$ cat src/rtl/timer_seq_ctrl.sv
// APB master sequencer that programs and services an 8-bit APB timer in periodic mode.
// Optional ACCESS-phase timeout: define TIMER_SEQ_TIMEOUT_EN.
module timer_seq_ctrl #(
  parameter int POLL_CYCLES    = 32,
  parameter bit AUTO_RELOAD    = 1'b1,
  parameter int TIMEOUT_CYCLES = 16
) (
  input  logic       pclk,
  input  logic       presetn,
  input  logic       start,
  input  logic       stop,
  input  logic [7:0] cfg_reload,
  input  logic       cfg_dw,
  input  logic [1:0] cfg_cks,
  output logic       busy,
  output logic       tick,
  output logic [7:0] tick_cnt,
  output logic       err,
  output logic       psel,
  output logic       penable,
  output logic       pwrite,
  output logic [7:0] paddr,
  output logic [7:0] pwdata,
  input  logic [7:0] prdata,
  input  logic       pready,
  input  logic       pslverr
);

  // state   | meaning
  // IDLE    | no sequence active
  // W_TDR   | write reload value to TDR
  // W_LD    | write TCR with load bit set
  // W_RUN   | write TCR with enable bit set
  // WAIT    | idle poll interval between TSR reads
  // R_TSR   | read TSR, check expiry flag
  // W_CLR   | clear TSR
  // S_TCR   | shutdown: disable timer
  // S_TSR   | shutdown: clear TSR
  localparam logic [3:0] ST_IDLE  = 4'd0;
  localparam logic [3:0] ST_W_TDR = 4'd1;
  localparam logic [3:0] ST_W_LD  = 4'd2;
  localparam logic [3:0] ST_W_RUN = 4'd3;
  localparam logic [3:0] ST_WAIT  = 4'd4;
  localparam logic [3:0] ST_R_TSR = 4'd5;
  localparam logic [3:0] ST_W_CLR = 4'd6;
  localparam logic [3:0] ST_S_TCR = 4'd7;
  localparam logic [3:0] ST_S_TSR = 4'd8;

  localparam int PW = (POLL_CYCLES > 1) ? $clog2(POLL_CYCLES) : 1;

  logic [3:0]    state;
  logic          acc;
  logic          stop_pend;
  logic          dw_q;
  logic [1:0]    cks_q;
  logic [7:0]    reload_q;
  logic [PW-1:0] poll_cnt;
  logic          xfer_st;
  logic          stop_req;
  logic          expiry;
  logic          timeout;
  logic [3:0]    succ;
  logic          unused_prdata;

  assign stop_req      = stop_pend | stop;
  assign expiry        = dw_q ? prdata[1] : prdata[0];
  assign unused_prdata = ^prdata[7:2];
  assign busy          = (state != ST_IDLE);
  assign psel          = xfer_st;
  assign penable       = acc;

  always_comb begin
    xfer_st = 1'b1;
    paddr   = 8'h00;
    pwrite  = 1'b1;
    pwdata  = 8'h00;
    case (state)
      ST_W_TDR: pwdata = reload_q;
      ST_W_LD: begin
        paddr  = 8'h01;
        pwdata = {1'b1, 1'b0, dw_q, 1'b0, 2'b00, cks_q};
      end
      ST_W_RUN: begin
        paddr  = 8'h01;
        pwdata = {1'b0, 1'b0, dw_q, 1'b1, 2'b00, cks_q};
      end
      ST_R_TSR: begin
        paddr  = 8'h02;
        pwrite = 1'b0;
      end
      ST_W_CLR: paddr = 8'h02;
      ST_S_TCR: paddr = 8'h01;
      ST_S_TSR: paddr = 8'h02;
      default: begin
        xfer_st = 1'b0;
        pwrite  = 1'b0;
      end
    endcase
  end

  // Successor on a clean transfer completion; a pending stop diverts to shutdown.
  always_comb begin
    succ = ST_IDLE;
    case (state)
      ST_W_TDR: succ = ST_W_LD;
      ST_W_LD:  succ = ST_W_RUN;
      ST_W_RUN: succ = ST_WAIT;
      ST_R_TSR: succ = expiry ? ST_W_CLR : ST_WAIT;
      ST_W_CLR: succ = AUTO_RELOAD ? ST_W_LD : ST_WAIT;
      ST_S_TCR: succ = ST_S_TSR;
      default:  succ = ST_IDLE;
    endcase
    if (stop_req && state != ST_S_TCR && state != ST_S_TSR)
      succ = ST_S_TCR;
  end

`ifdef TIMER_SEQ_TIMEOUT_EN
  localparam int TW = (TIMEOUT_CYCLES > 1) ? $clog2(TIMEOUT_CYCLES) : 1;
  logic [TW-1:0] to_cnt;

  always_ff @(posedge pclk or negedge presetn) begin
    if (!presetn)
      to_cnt <= TW'(TIMEOUT_CYCLES - 1);
    else if (acc && !pready && to_cnt != '0)
      to_cnt <= to_cnt - 1'b1;
    else if (!(acc && !pready))
      to_cnt <= TW'(TIMEOUT_CYCLES - 1);
  end

  assign timeout = acc && !pready && (to_cnt == '0);
`else
  assign timeout = 1'b0;
`endif

  always_ff @(posedge pclk or negedge presetn) begin
    if (!presetn) begin
      state     <= ST_IDLE;
      acc       <= 1'b0;
      stop_pend <= 1'b0;
      dw_q      <= 1'b0;
      cks_q     <= 2'b00;
      reload_q  <= 8'h00;
      poll_cnt  <= '0;
      tick      <= 1'b0;
      tick_cnt  <= 8'h00;
      err       <= 1'b0;
    end else begin
      tick <= 1'b0;
      if (stop && state != ST_IDLE)
        stop_pend <= 1'b1;
      case (state)
        ST_IDLE: begin
          acc <= 1'b0;
          if (start && !stop) begin
            reload_q  <= cfg_reload;
            dw_q      <= cfg_dw;
            cks_q     <= cfg_cks;
            err       <= 1'b0;
            stop_pend <= 1'b0;
            state     <= ST_W_TDR;
          end
        end
        ST_WAIT: begin
          if (stop_req)
            state <= ST_S_TCR;
          else if (poll_cnt == '0)
            state <= ST_R_TSR;
          else
            poll_cnt <= poll_cnt - 1'b1;
        end
        ST_W_TDR, ST_W_LD, ST_W_RUN, ST_R_TSR, ST_W_CLR, ST_S_TCR, ST_S_TSR: begin
          if (!acc) begin
            acc <= 1'b1;
          end else if (timeout) begin
            acc       <= 1'b0;
            err       <= 1'b1;
            stop_pend <= 1'b0;
            state     <= ST_IDLE;
          end else if (pready) begin
            acc <= 1'b0;
            if (pslverr) begin
              err       <= 1'b1;
              stop_pend <= 1'b0;
              state     <= ST_IDLE;
            end else begin
              state <= succ;
              if (succ == ST_WAIT)
                poll_cnt <= PW'(POLL_CYCLES - 1);
              if (succ == ST_IDLE)
                stop_pend <= 1'b0;
              if (state == ST_R_TSR && expiry) begin
                tick     <= 1'b1;
                tick_cnt <= tick_cnt + 8'd1;
              end
            end
          end
        end
        default: begin
          acc   <= 1'b0;
          state <= ST_IDLE;
        end
      endcase
    end
  end

endmodule

$ cat config.mk
export PLATFORM = sky130hd
export DESIGN_NAME = timer_seq_ctrl
export DESIGN_NICKNAME = d
export VERILOG_FILES = /design/src/rtl/timer_seq_ctrl.sv
export SDC_FILE = /design/constraint.sdc
export NUM_CORES = 1
export LEC_CHECK = 0
export ABC_AREA = 0
export CORE_MARGIN = 2
export CORE_UTILIZATION = 28
export CTS_CLUSTER_DIAMETER = 100
export CTS_CLUSTER_SIZE = 14
export DETAILED_ROUTE_END_ITERATION = 8
export PLACE_DENSITY = 0.56
export SYNTH_ARGS = -nofsm -noshare
export SYNTH_HDL_FRONTEND = slang
export SYNTH_SLANG_ARGS = --single-unit
$ cat constraint.sdc
create_clock -name pclk -period 5.53 [get_ports pclk]
set_input_delay 1.106 -clock pclk [delete_from_list [all_inputs] [get_ports pclk]]
set_output_delay 1.106 -clock pclk [all_outputs]
set_load 0.03 [all_outputs]
==> impl_metrics.csv <==
group,metric,value,unit
critical_path,cp-start-kind,"register",
layout,layout.filler_cells,655,
timing,worst_slack,1.78,ns
route,drt_iter0_drc,85,
critical_path,endpoint,"psel",
yosys,synthXorXnorAreaFrac,3.27,%
critical_path,required,4.42,ns
floorplanning,core,0.00642,mm²
power,powerDensity,503,mW/mm²
critical_path,regToRegEndpoint,"tick_cnt[7]$_DFFE_PN0P_",
route,num_vias,1525,
critical_path,reg2reg_setup_slack,2.87,ns
grt,met2_usage,17.6,%
timing,finalHoldViolCount,0,
clock_tree,ctsHoldBuffers,0,
critical_path,crit_type,"register to output port",
clock_tree,cts_resized,0,
clock_tree,clk_pin_slew,0.07,ns
yosys,synthMuxAreaShare,8.28,%
route,postRouteWirelength,4.29,mm
yosys,synth_top_family_by_area,"compound AO/OA/AOI/OAI gates",
yosys,ys.flop_type,"dfrtp_1",
layout,layout_common_cells,"clkdlybuf4s50_1 (42), dfrtp_1 (32), nor2_1 (15)",
layout,area_growth,28.0,%
timing,finalClockSkew,0.0110,ns
yosys,ys_seq_area_share,42.7,%
timing,max-slew-margin-rel,44.8,%
yosys,yosys.area.top_type_share,42.7,%
placed_design,gp_congestion,0.855,
floorplanning,rows,29,
yosys,synthCells,190,
power,vdd_drop_max,0.192,mV
yosys,synth-compound-area-share,19.0,%
grt,grt_pass1_wl,7.00,mm
route,via_per_inst,5.00,
grt,grt-ovfl-total,0,
grt,antenna_found_initial,0,
yosys,synth_warnings,0,
power,p_leak,1.02,nW
grt,first_global_vias,1409,
yosys,synth_simple_gate_area_share,18.0,%
route,wl_per_cell,14.1,µm
clock_tree,cts_max_level,2,
floorplanning,design.die.area,0.00736,mm²
timing,tightest_slew,0.821,ns
min_path,hp-class,"register to register",
job,drv_cap,0,
clock_tree,worstSkewPairLatency,0.29,ns
timing,rsz0062_at_grt,"false",
placed_design,port_buffers,42,
timing,period_share,67.8,%
yosys,syn-cell-area,0.00187,mm²
placed_design,dp_hpwl,3.03,mm
timing,max_freq,267,MHz
layout,fin_nets,256,
timing,fin_crit,3.75,ns
outcome,status,"finished with violations",
floorplanning,fp.dieH,85.8,µm
yosys,synth_area_leaders,"dfrtp_1 (43%), mux2_2 (7.2%), nor2_1 (3.0%)",
clock_tree,cts_setup_buffers,0,
critical_path,rr_worst_depth,5,
layout,drive_above_1_share,11.8,%
floorplanning,ioPinCount,55,
clock_tree,cts-root-buf,"clkbuf_8",
layout,layout_commonest_cell,"clkdlybuf4s50_1",
clock_tree,cts_tree,"yes",
critical_path,arrival,2.64,ns
critical_path,end_kind,"output port",
clock_tree,cts_buffers,5,
placed_design,place_ws,2.11,ns
route,drc_errors,1,
timing,slew_violations,0,
yosys,synth-seq-cells,32,
layout,seq_area,801,µm²
grt,grt_max_degree,33,
critical_path,cp-startpoint,"state[1]$_DFFE_PN0P_",
grt,grt.total_usage,12.0,%
clock_tree,cts_sinks,32,
floorplanning,dieWidth,85.8,µm
outcome,violations,"DRC",
timing,finalSetupTns,0,ns
critical_path,reg2reg_from,"state[1]$_DFFE_PN0P_",
yosys,synth-adder-area-share,2.00,%
yosys,synth.largest_area_cell,"dfrtp_1",
clock_tree,cts_max_path_buffers,2,
grt,grt-busiest-layer,"met2",
grt,met3_usage,2.89,%
grt,use_met1,17.1,%
layout,diodes,0,
yosys,syn_avg_cell_area,9.86,µm²
yosys,ys_types,54,
timing,finalSetupViolCount,0,
route,dr.pass1.iters,9,
layout,multi_input_area,970,µm²
power,power,1.21,mW
critical_path,cp_max_fo,23,
yosys,synth_edf_count,0,
route,ant_nets,0,
yosys,synthArstFlopShare,100,%
floorplanning,start_util,29.2,%
==> per-layer routing <==
layer | up-vias | share of wire [%]
met5 | - | 0
met4 | 0 | 1.7
met3 | 8 | 4.8
met2 | 41 | 43
met1 | 719 | 50
li1 | 757 | -
==> worst min path at each step <==
stage                                        from  cells after the start  slack, ns                      end
final                     tick_cnt[7]$_DFFE_PN0P_                      1       0.47  tick_cnt[7]$_DFFE_PN0P_
after global routing      tick_cnt[7]$_DFFE_PN0P_                      1       0.50  tick_cnt[7]$_DFFE_PN0P_
after CTS                 tick_cnt[7]$_DFFE_PN0P_                      1       0.47  tick_cnt[7]$_DFFE_PN0P_
after detailed placement  tick_cnt[7]$_DFFE_PN0P_                      1       0.47  tick_cnt[7]$_DFFE_PN0P_
after global placement    tick_cnt[7]$_DFFE_PN0P_                      1       0.46  tick_cnt[7]$_DFFE_PN0P_
after floorplan           reload_q[3]$_DFFE_PN0P_                      1       0.47  reload_q[3]$_DFFE_PN0P_
==> flip-flops by register name (all words and copies together), names as in the netlist <==
signal     cells
reload_q       8
tick_cnt       8
poll_cnt       5
state          4
cks_q          2
dw_q           1
err            1
penable        1
stop_pend      1
tick           1
==> cell usage after synthesis (2+ instances only) <==
| master | number |
|---|---|
| dfrtp_1 | 32 |
| inv_1 | 7 |
| mux2_2 | 12 |
| o31a_1 | 2 |
| or2_2 | 4 |
| nand2_1 | 14 |
| a22oi_1 | 3 |
| o21a_1 | 2 |
| nor2_1 | 15 |
| o21ai_0 | 7 |
| a21oi_1 | 9 |
| buf_2 | 2 |
| xnor2_1 | 3 |
| ha_1 | 3 |
| nand4_1 | 2 |
| xor2_1 | 4 |
| o221ai_1 | 2 |
| a41o_1 | 2 |
| a31oi_1 | 3 |
| nor3_1 | 2 |
| clkbuf_1 | 7 |
| nor2b_1 | 4 |
| a21o_1 | 2 |
| o211ai_1 | 4 |
| mux2i_1 | 2 |
| nand3_1 | 3 |
| nand2b_1 | 3 |
| a221oi_1 | 2 |
| buf_4 | 6 |
| and3_1 | 3 |
==> kinds of logic after synthesis <==
| group | count (synthesis) |
|---|---|
| compound gates | 48 |
| xor+xnor | 7 |
| fa+ha+maj | 3 |
| buf+inv | 24 |
| flops | 32 |
| mux | 14 |
| other cells | 1 |
| simple gates | 61 |
==> area by class of cell <==
cell class / count / share of cell area, %
inverter: 7 / 1.10
clock buffer: 6 / 3.03
timing repair buffer: 43 / 17.8
sequential: 32 / 33.4
clock inverter: 1 / 0.209
tap: 77 / 4.02
multi-input combinational: 139 / 40.4
==> worst max-delay path, stage by stage (launching register included) <==
cell and delay (ns):
dfrtp_1 0.64, or4b_1 0.74, nand2_1 0.25, clkdlybuf4s50_1 0.71
==> through the flow <==
stage / area [µm²] / hold slack, ns / util, % / std cells
2_1_floorplan: 1890 / 0.471 / - / 195
3_3_place_gp: 2320 / 0.459 / 36.1 / 298
3_5_place_dp: 2320 / 0.465 / 36.1 / 298
4_1_cts: 2400 / 0.474 / 37.3 / 305
5_1_grt: 2400 / 0.499 / 37.3 / 305
6_report: 2400 / 0.466 / 37.3 / 305
==> power by group <==
| group | internal, mW | switching, mW | total, mW |
|---|---|---|---|
| clock network | 0.0855 | 0.0863 | 0.172 |
| logic | 0.270 | 0.342 | 0.612 |
| registers | 0.317 | 0.107 | 0.423 |
(Power assumes the default switching activity.)
